===== src/rtl/fc_quant_pkg.sv =====
// Shared types and config for the FC requantization stage.
// Widths follow the MAC datapath: 32-bit accumulators, int8 activations.
package fc_quant_pkg;

    localparam int ACC_W     = 32;
    localparam int OUT_W     = 8;
    localparam int CNT_W     = 16;
    localparam int SHIFT_MIN = -31;
    localparam int SHIFT_MAX = 30;

    typedef logic signed [ACC_W-1:0]   acc_t;
    typedef logic signed [2*ACC_W-1:0] prod_t;
    typedef logic signed [OUT_W-1:0]   q8_t;

    typedef struct packed {
        logic             relu_en;
        acc_t             mult;
        acc_t             shift;
        q8_t              out_zp;
        logic [CNT_W-1:0] count;
    } fc_cfg_t;

    localparam fc_cfg_t CFG_RST = '{
        relu_en: 1'b1,
        mult:    '0,
        shift:   '0,
        out_zp:  '0,
        count:   CNT_W'(1)
    };

    function automatic logic cfg_legal(input fc_cfg_t c);
        return ($signed(c.shift) >= SHIFT_MIN)
            && ($signed(c.shift) <= SHIFT_MAX)
            && (c.count != '0);
    endfunction

endpackage


===== src/rtl/fc_round_shift.sv =====
// Round-half-up arithmetic right shift of a 64-bit product by (31 - shift).
// Out-of-range shifts are clamped so the shifter never sees 0 or >62.
module fc_round_shift
    import fc_quant_pkg::*;
(
    input  prod_t       p_i,
    input  acc_t        shift_i,
    output logic [15:0] q_o
);

    logic signed [ACC_W:0] ts_full;
    logic [5:0]            ts;
    prod_t                 rnd;
    prod_t                 sum;
    prod_t                 q;

    always_comb begin
        ts_full = 33'sd31 - $signed({shift_i[ACC_W-1], shift_i});
        if (ts_full < 33'sd1) begin
            ts = 6'd1;
        end else if (ts_full > 33'sd62) begin
            ts = 6'd62;
        end else begin
            ts = ts_full[5:0];
        end
        rnd = prod_t'(64'sd1) <<< (ts - 6'd1);
        sum = p_i + rnd;
        q   = sum >>> ts;
        q_o = q[15:0];
    end

endmodule


===== src/rtl/fc_requant_stage.sv =====
// Bias + ReLU + requantize pipeline: acc32 in, int8 activation out.
// Three registered stages under one global stall; o_last marks layer end.
module fc_requant_stage
    import fc_quant_pkg::*;
(
    input  logic             i_clk,
    input  logic             i_rst_n,
    input  logic             i_valid,
    output logic             o_ready,
    input  logic [ACC_W-1:0] i_acc,
    input  logic [ACC_W-1:0] i_bias,
    output logic             o_valid,
    input  logic             i_ready,
    output logic [OUT_W-1:0] o_data,
    output logic             o_last,
    input  logic             i_cfg_load,
    input  logic             i_cfg_relu_en,
    input  logic [ACC_W-1:0] i_cfg_mult,
    input  logic [ACC_W-1:0] i_cfg_shift,
    input  logic [OUT_W-1:0] i_cfg_out_zp,
    input  logic [CNT_W-1:0] i_cfg_count,
    output logic             o_busy,
    output logic             o_cfg_err
);

    logic             v1_q, v2_q, v3_q;
    acc_t             r1_q, r_d;
    prod_t            p2_q, p_d;
    q8_t              d3_q, d_d;
    fc_cfg_t          cfg_q, cfg_d, cfg_in;
    logic [CNT_W-1:0] cnt_q, cnt_d;
    logic             err_q, err_d;
    logic             advance;
    logic             out_hs;
    logic             cfg_ok;
    acc_t             sum;
    logic [15:0]      q16;
    logic [15:0]      z16;

    assign advance = !v3_q || i_ready;
    assign o_ready = advance;
    assign o_valid = v3_q;
    assign o_data  = d3_q;
    assign o_busy  = v1_q || v2_q || v3_q;
    assign o_cfg_err = err_q;
    assign out_hs  = v3_q && i_ready;
    assign o_last  = v3_q && (cnt_q == cfg_q.count - CNT_W'(1));
    assign cfg_ok  = !o_busy && !i_valid;

    assign cfg_in = '{
        relu_en: i_cfg_relu_en,
        mult:    i_cfg_mult,
        shift:   i_cfg_shift,
        out_zp:  i_cfg_out_zp,
        count:   i_cfg_count
    };

    // cfg only changes while idle, so every stage may read cfg_q directly
    always_comb begin
        sum = i_acc + i_bias;
        r_d = (cfg_q.relu_en && sum[ACC_W-1]) ? '0 : sum;
        p_d = prod_t'(r1_q) * prod_t'($signed(cfg_q.mult));
        z16 = q16 + {{8{cfg_q.out_zp[OUT_W-1]}}, cfg_q.out_zp};
        d_d = z16[OUT_W-1:0];
    end

    fc_round_shift u_rs (
        .p_i     (p2_q),
        .shift_i (cfg_q.shift),
        .q_o     (q16)
    );

    always_comb begin
        cfg_d = cfg_q;
        cnt_d = cnt_q;
        err_d = err_q;
        if (out_hs) begin
            cnt_d = o_last ? '0 : cnt_q + CNT_W'(1);
        end
        if (i_cfg_load) begin
            if (cfg_ok) begin
                cfg_d = cfg_in;
                cnt_d = '0;
                err_d = !cfg_legal(cfg_in);
            end else begin
                err_d = 1'b1;
            end
        end
    end

    always_ff @(posedge i_clk) begin
        if (!i_rst_n) begin
            v1_q  <= 1'b0;
            v2_q  <= 1'b0;
            v3_q  <= 1'b0;
            r1_q  <= '0;
            p2_q  <= '0;
            d3_q  <= '0;
            cfg_q <= CFG_RST;
            cnt_q <= '0;
            err_q <= 1'b0;
        end else begin
            if (advance) begin
                v1_q <= i_valid;
                r1_q <= r_d;
                v2_q <= v1_q;
                p2_q <= p_d;
                v3_q <= v2_q;
                d3_q <= d_d;
            end
            cfg_q <= cfg_d;
            cnt_q <= cnt_d;
            err_q <= err_d;
        end
    end

endmodule


===== config.mk =====
export PLATFORM = sky130hd
export DESIGN_NAME = fc_requant_stage
export DESIGN_NICKNAME = d
export VERILOG_FILES = /design/src/rtl/fc_quant_pkg.sv /design/src/rtl/fc_round_shift.sv /design/src/rtl/fc_requant_stage.sv
export SDC_FILE = /design/constraint.sdc
export NUM_CORES = 2
export LEC_CHECK = 0
export CAP_MARGIN = 20
export CORE_ASPECT_RATIO = 1.4
export CORE_MARGIN = 8
export CORE_UTILIZATION = 32
export DETAILED_ROUTE_END_ITERATION = 10
export PLACE_DENSITY_LB_ADDON = 0.05
export SYNTH_ARGS = -nofsm -noshare
export SYNTH_HDL_FRONTEND = slang
export SYNTH_HIERARCHICAL = 1
export SYNTH_SLANG_ARGS = --single-unit

===== constraint.sdc =====
create_clock -name i_clk -period 12.47 [get_ports i_clk]
set_clock_uncertainty 0.2 [all_clocks]
set_input_delay 2.494 -clock i_clk [delete_from_list [all_inputs] [get_ports i_clk]]
set_output_delay 2.494 -clock i_clk [all_outputs]
set_load 0.01 [all_outputs]

# Word-level counts from Yosys, hierarchy flattened
# Index checks and enable logic that the tools add are counted.
# W data, S select, Z words.
# word_totals
inputBits	158
wordCells	51
register_bits	213
# classes
n_eq_ne	1
n_addsub	7
mul	1
reduce_logical	15
n_mux	8
n_lt_le_gt_ge	4
shift	2
# op_table
cell	n
$add A64 B64 Y64	1
$mul A32 B32 Y64	1
$mux W16	4
$sshl A2 B6 Y64 const A	1
$sshr A64 B6 Y8	1
$gt A33 B7 Y1 const B	1
$lt A33 B2 Y1 const B	1
$sub A6 B32 Y33 const A	1
$add A32 B32 Y32	1
$ge A32 B6 Y1 const B	1
$le A32 B6 Y1 const B	1
$mux W32	1
$add A16 B1 Y16 const B	1
$eq A16 B16 Y1	1
$reduce_bool A16 Y1	1
$sub A16 B1 Y16 const B	1
$mux W6	2
$add A8 B8 Y8	1
$logic_and A1 B1 Y1	6
$sub A6 B1 Y6 const B	1
$logic_not A1 Y1	4
$logic_or A1 B1 Y1	3
$reduce_and A2 Y1	1
$mux W1	1

# Depth between registers and ports, before layout
# logic_depth
ltp_word	9
mapped_depth	43
mapped_depth_nobuf	41

# By module
# The synthesis kept the hierarchy.
# modules_own_cells
module	n_inst	cells_each	area_per_inst_um2	seq_area_each_um2
fc_requant_stage	1	5116	46412.0	4264.1
fc_round_shift	1	1464	9113.7	0.0

# Worst setup path before layout
# No wires, ideal clock.
# synth_timing
kind	register -> register
from	register cfg_q[36] (netlist name)
to	register d3_q[7], in the netlist o_data[7]
required_ps	12154
arrival_time_ps	8614
path_buffers	5
setup_ps	116
stages_incl_launch_ff	38
setup_slack_ps	3539
synth_period_minus_slack_ps	8931
path_cell_list	dfxtp_1 > or4_1 > buf_2 > or4_1 > buf_2 > o31a_1 > o211a_1 > o2111a_2 > nand3_1 > nor2_1 > nor2_1 > clkbuf_1 > clkbuf_1 > nand2_1 > nor4_1 > ha_1 > clkbuf_1 > a21oi_1 > (+2 left out) > a31o_2 > and3_1 > o311ai_0 > a221o_1 > a211o_1 > o21ai_1 > nor2_1 > o31a_1 > ha_1 > a21o_1 > a21oi_1 > o21bai_1 > a21oi_1 > o21bai_1 > a21oi_1 > xnor2_1 > nand2_1 > o211a_1
# synth_between
elab_chain_cells	9
elab_cells_between_ends	10
# synth_rtl
item	line	text
start: declaration	fc_requant_stage.sv:30	fc_cfg_t cfg_q, cfg_d, cfg_in;
start signal: assignment	fc_requant_stage.sv:111	cfg_q <= cfg_d;
$sub A6 B32 Y33 (*)	fc_round_shift.sv:18	ts_full = 33'sd31 - $signed({shift_i[ACC_W-1], shift_i});
$gt A33 B7 Y1	fc_round_shift.sv:21	end else if (ts_full > 33'sd62) begin
$mux W6	fc_round_shift.sv:21	
$mux W6 (*)	fc_round_shift.sv:19	if (ts_full < 33'sd1) begin
$sub A6 B1 Y6	fc_round_shift.sv:26	rnd = prod_t'(64'sd1) <<< (ts - 6'd1);
$sshl A2 B6 Y64	fc_round_shift.sv:26	
$add A64 B64 Y64	fc_round_shift.sv:27	sum = p_i + rnd;
$sshr A64 B6 Y8 (*)	fc_round_shift.sv:28	q = sum >>> ts;
net q16[0]	fc_requant_stage.sv:37	logic [15:0] q16;
$add A8 B8 Y8 (*)	fc_requant_stage.sv:63	z16 = q16 + {{8{cfg_q.out_zp[OUT_W-1]}}, cfg_q.out_zp};
end signal: assignment	fc_requant_stage.sv:98	d3_q <= '0;
end signal: assignment	fc_requant_stage.sv:109	d3_q <= d_d;
end: declaration	fc_requant_stage.sv:29	q8_t d3_q, d_d;
# Mark *: on every way through the listed nets, which the timed path passes. The rest lies on a longest branch.
# A chain may end at the register's enable or synchronous reset.

# Final worst setup path
# Same ends and word-level chain as after synthesis.

==> out/summary.log <==
qor: clock_tree.cts_inserted_buffers 29
qor: route.drc 0
qor: sta.final-setup-viol-count 0
qor: clock_tree.cts.sinks 213
qor: setup_path.crit_path_top_delay_cell sky130_fd_sc_hd__or4_1
qor: route.number_of_nets_with_antenna_violations_after_detailed_routing 0
qor: flow_run.cap_violations 0
qor: clock_tree.ctsHtreeMaxLevel 1
qor: route.wire_length_per_cell 22.9 µm
qor: floorplanning.die_area 186,000 µm²
qor: min_path.worst_hold_path.num_cells 2
qor: cells_and_area.diodes 0
qor: route.num_vias 44,400
qor: synth.mean_instance_size_in_the_synthesized_netlist 8.46 µm²
qor: setup_path.worst-path-max-fanout 22
qor: sta.tightestPinTransition 1.12 ns
qor: clock_tree.cts_repair_resize_count 0
qor: route.detail_route.vias_per_cell 5.08
qor: setup_path.timing.reg2reg.setup_slack 1.49 ns
qor: sta.total_negative_setup_slacks 0 ns
qor: floorplanning.die_width 366 µm
qor: global_route.grt_start_max_net_pins 82
qor: min_path.min_path_type flop to flop
qor: route.wirelength 200,000 µm
qor: cells_and_area.layout.nets 7,976
qor: floorplanning.floorplan.initialDensity 32.1%
qor: clock_tree.clock_latency 0.66 ns
qor: outcome.outcome complete, no violations
qor: clock_tree.clk_pin_slew_worst_paths 0.06 ns
qor: sta.maxSlewHeadroom 25.1%
qor: setup_path.worst_path_largest_cell_delay 0.72 ns
qor: setup_path.worst-endpoint-arrival 11.31 ns
qor: setup_path.start_kind flop
qor: sta.min_period_over_period 88.0%
qor: sta.achievable-frequency 91.1 MHz
qor: setup_path.worstReg2RegEnd o_data[7]
qor: floorplanning.die_height 507 µm
qor: global_route.wire_length_of_the_first_global_routing_pass 311,000 µm
qor: global_route.grt-ovfl-total 0
qor: power.worst_vdd_rail_ir_drop 114 µV
qor: sta.postLayoutSetupSlackWorst 1.49 ns
qor: synth.synth_warnings 6
qor: global_route.track_usage 21.5%
qor: setup_path.path_common_cell sky130_fd_sc_hd__a21oi_1
qor: clock_tree.post-cts-setup-buffers 0
qor: synth.syn_nets 8,035
qor: global_route.first_global_vias 49,600
qor: clock_tree.post_cts_hold_buffer_count 0
qor: placed_design.io_buffers 170
qor: cells_and_area.sequential_cell_area 4270 µm²
qor: cells_and_area.multi_input_combinational_cell_area 45,400 µm²
qor: setup_path.setup.worst_path.class flop to flop
qor: synth.syn-instance-count 6,502
qor: floorplanning.floorplan.rows 180
qor: setup_path.crit_required 12.80 ns
qor: min_path.sink_of_the_worst_hold_path cfg_q[79]
qor: cells_and_area.layout_cells_sized_above_1 3.76%
qor: setup_path.r2r_cells 37
qor: sta.layout_min_cycle_time 10.98 ns
qor: clock_tree.tritoncts yes
qor: placed_design.dpl_worst_slack 1.50 ns
qor: global_route.number_of_antenna_violations_at_the_first_check_in_global_routing 6
qor: sta.timing_hold_violations_final 0
qor: sta.timing.final.max_slew_violations 0
qor: floorplanning.design.core.area 171,000 µm²
qor: clock_tree.cts-root-to-sink-buffers 3
qor: setup_path.setup.worst_path.end_class flop
qor: route.detail_route.iter0.violations 2,102
qor: route.drt_first_pass_iters 7
qor: power.p_leak 28.0 nW
qor: cells_and_area.fillerInstances 18,000
qor: power.power_density 68.7 nW/µm²
qor: placed_design.post-dp-hpwl 165,000 µm
qor: min_path.holdCritStartpoint cfg_q[79]
qor: sta.grt_setup_unrepaired false
qor: cells_and_area.areaGrowthSynthToFinish 8.90%
qor: synth.netlist_area 55,000 µm²
qor: clock_tree.clock_tree.root_cell sky130_fd_sc_hd__clkbuf_16
qor: setup_path.critical_path.reg2reg.startpoint cfg_q[36]
qor: floorplanning.boundaryPins 171
qor: placed_design.gpl.final_weighted_congestion 0.920
==> worst max-delay path: cells and delay by family (launching register included) <==
kind / cells / cell delay, ns
flops: 1 / 0.33
compound gates: 19 / 5.42
fa+ha+maj: 2 / 0.54
simple gates: 11 / 3.29
buf+inv: 2 / 0.48
xor+xnor: 3 / 0.59
==> per-layer routing <==
metal | vias to the layer above | track usage (%) | share of wire [%]
li1 | 20400 | - | -
met1 | 22900 | 26.6 | 42
met2 | 914 | 39.8 | 51
met3 | 254 | 1.72 | 3.1
met4 | 2 | 5.83 | 3.1
met5 | - | 0 | 0.0040
==> metrics by stage <==
stage / total power, W / cell area [µm²] / hold slack (ns) / std cells / util, %
4_1_cts: 0.00419 / 59900 / 0.271 / 8739 / 34.9
2_1_floorplan: 0.00238 / 55000 / 0.232 / 6502 / -
3_5_place_dp: 0.00329 / 59000 / 0.262 / 8685 / 34.4
3_3_place_gp: 0.00330 / 59000 / 0.255 / 8685 / 34.4
6_report: 0.00412 / 59900 / 0.268 / 8741 / 35.0
5_1_grt: 0.00444 / 59900 / 0.280 / 8741 / 35.0
==> worst max path at each step <==
stage                     startpoint         to  cells past startpoint
after global placement     cfg_q[36]  o_data[6]                     41
after CTS                  cfg_q[36]  o_data[7]                     38
after global routing       cfg_q[36]  o_data[7]                     37
after floorplan            cfg_q[36]  o_data[7]                     37
final                      cfg_q[36]  o_data[7]                     37
after detailed placement   cfg_q[36]  o_data[7]                     38
==> state kept, by name (all words and copies together) (netlist names) <==
name,flops
o_data,8
o_cfg_err,1
cnt_q,16
p2_q,64
o_valid,1
v2_q,1
cfg_q,89
v1_q,1
r1_q,32
==> where the power goes <==
group	internal, W	switching [W]
combinational	0.000844	0.00153
sequential	0.000759	0.000125
clock	0.000484	0.000378
==> layout make-up <==
class,count,area share (%)
Multi-Input combinational cell,4877,75.8
Sequential cell,213,7.13
Inverter,1042,6.53
Tap cell,2275,4.75
Timing Repair Buffer,280,4.24
Clock buffer,40,1.31
Clock inverter,14,0.240
==> layout by cell type, fill, tap and decap left out, types with 17 or more instances in the layout <==
master	instances
sky130_fd_sc_hd__nand2b_1	24
sky130_fd_sc_hd__fa_1	1085
sky130_fd_sc_hd__xor2_1	78
sky130_fd_sc_hd__o211ai_1	31
sky130_fd_sc_hd__a31oi_1	39
sky130_fd_sc_hd__o31ai_1	20
sky130_fd_sc_hd__nor3_1	87
sky130_fd_sc_hd__nor4_1	36
sky130_fd_sc_hd__a211o_1	17
sky130_fd_sc_hd__a21o_1	83
sky130_fd_sc_hd__nand3_1	72
sky130_fd_sc_hd__mux2i_1	58
sky130_fd_sc_hd__a22o_1	38
sky130_fd_sc_hd__nand4_1	56
sky130_fd_sc_hd__inv_1	1041
sky130_fd_sc_hd__a21boi_0	109
sky130_fd_sc_hd__a211oi_1	48
sky130_fd_sc_hd__xnor2_1	112
sky130_fd_sc_hd__clkbuf_16	29
sky130_fd_sc_hd__clkdlybuf4s50_1	169
sky130_fd_sc_hd__a21oi_1	222
sky130_fd_sc_hd__nor2b_1	46
sky130_fd_sc_hd__nor2_1	250
sky130_fd_sc_hd__ha_1	290
sky130_fd_sc_hd__and2_1	564
sky130_fd_sc_hd__buf_4	109
sky130_fd_sc_hd__and3_1	18
sky130_fd_sc_hd__o21ai_0	189
sky130_fd_sc_hd__o21a_1	29
sky130_fd_sc_hd__dfxtp_1	207
sky130_fd_sc_hd__or3_1	18
sky130_fd_sc_hd__nand2_1	980
sky130_fd_sc_hd__o21bai_1	32
Power figures use the tool's default switching activity.
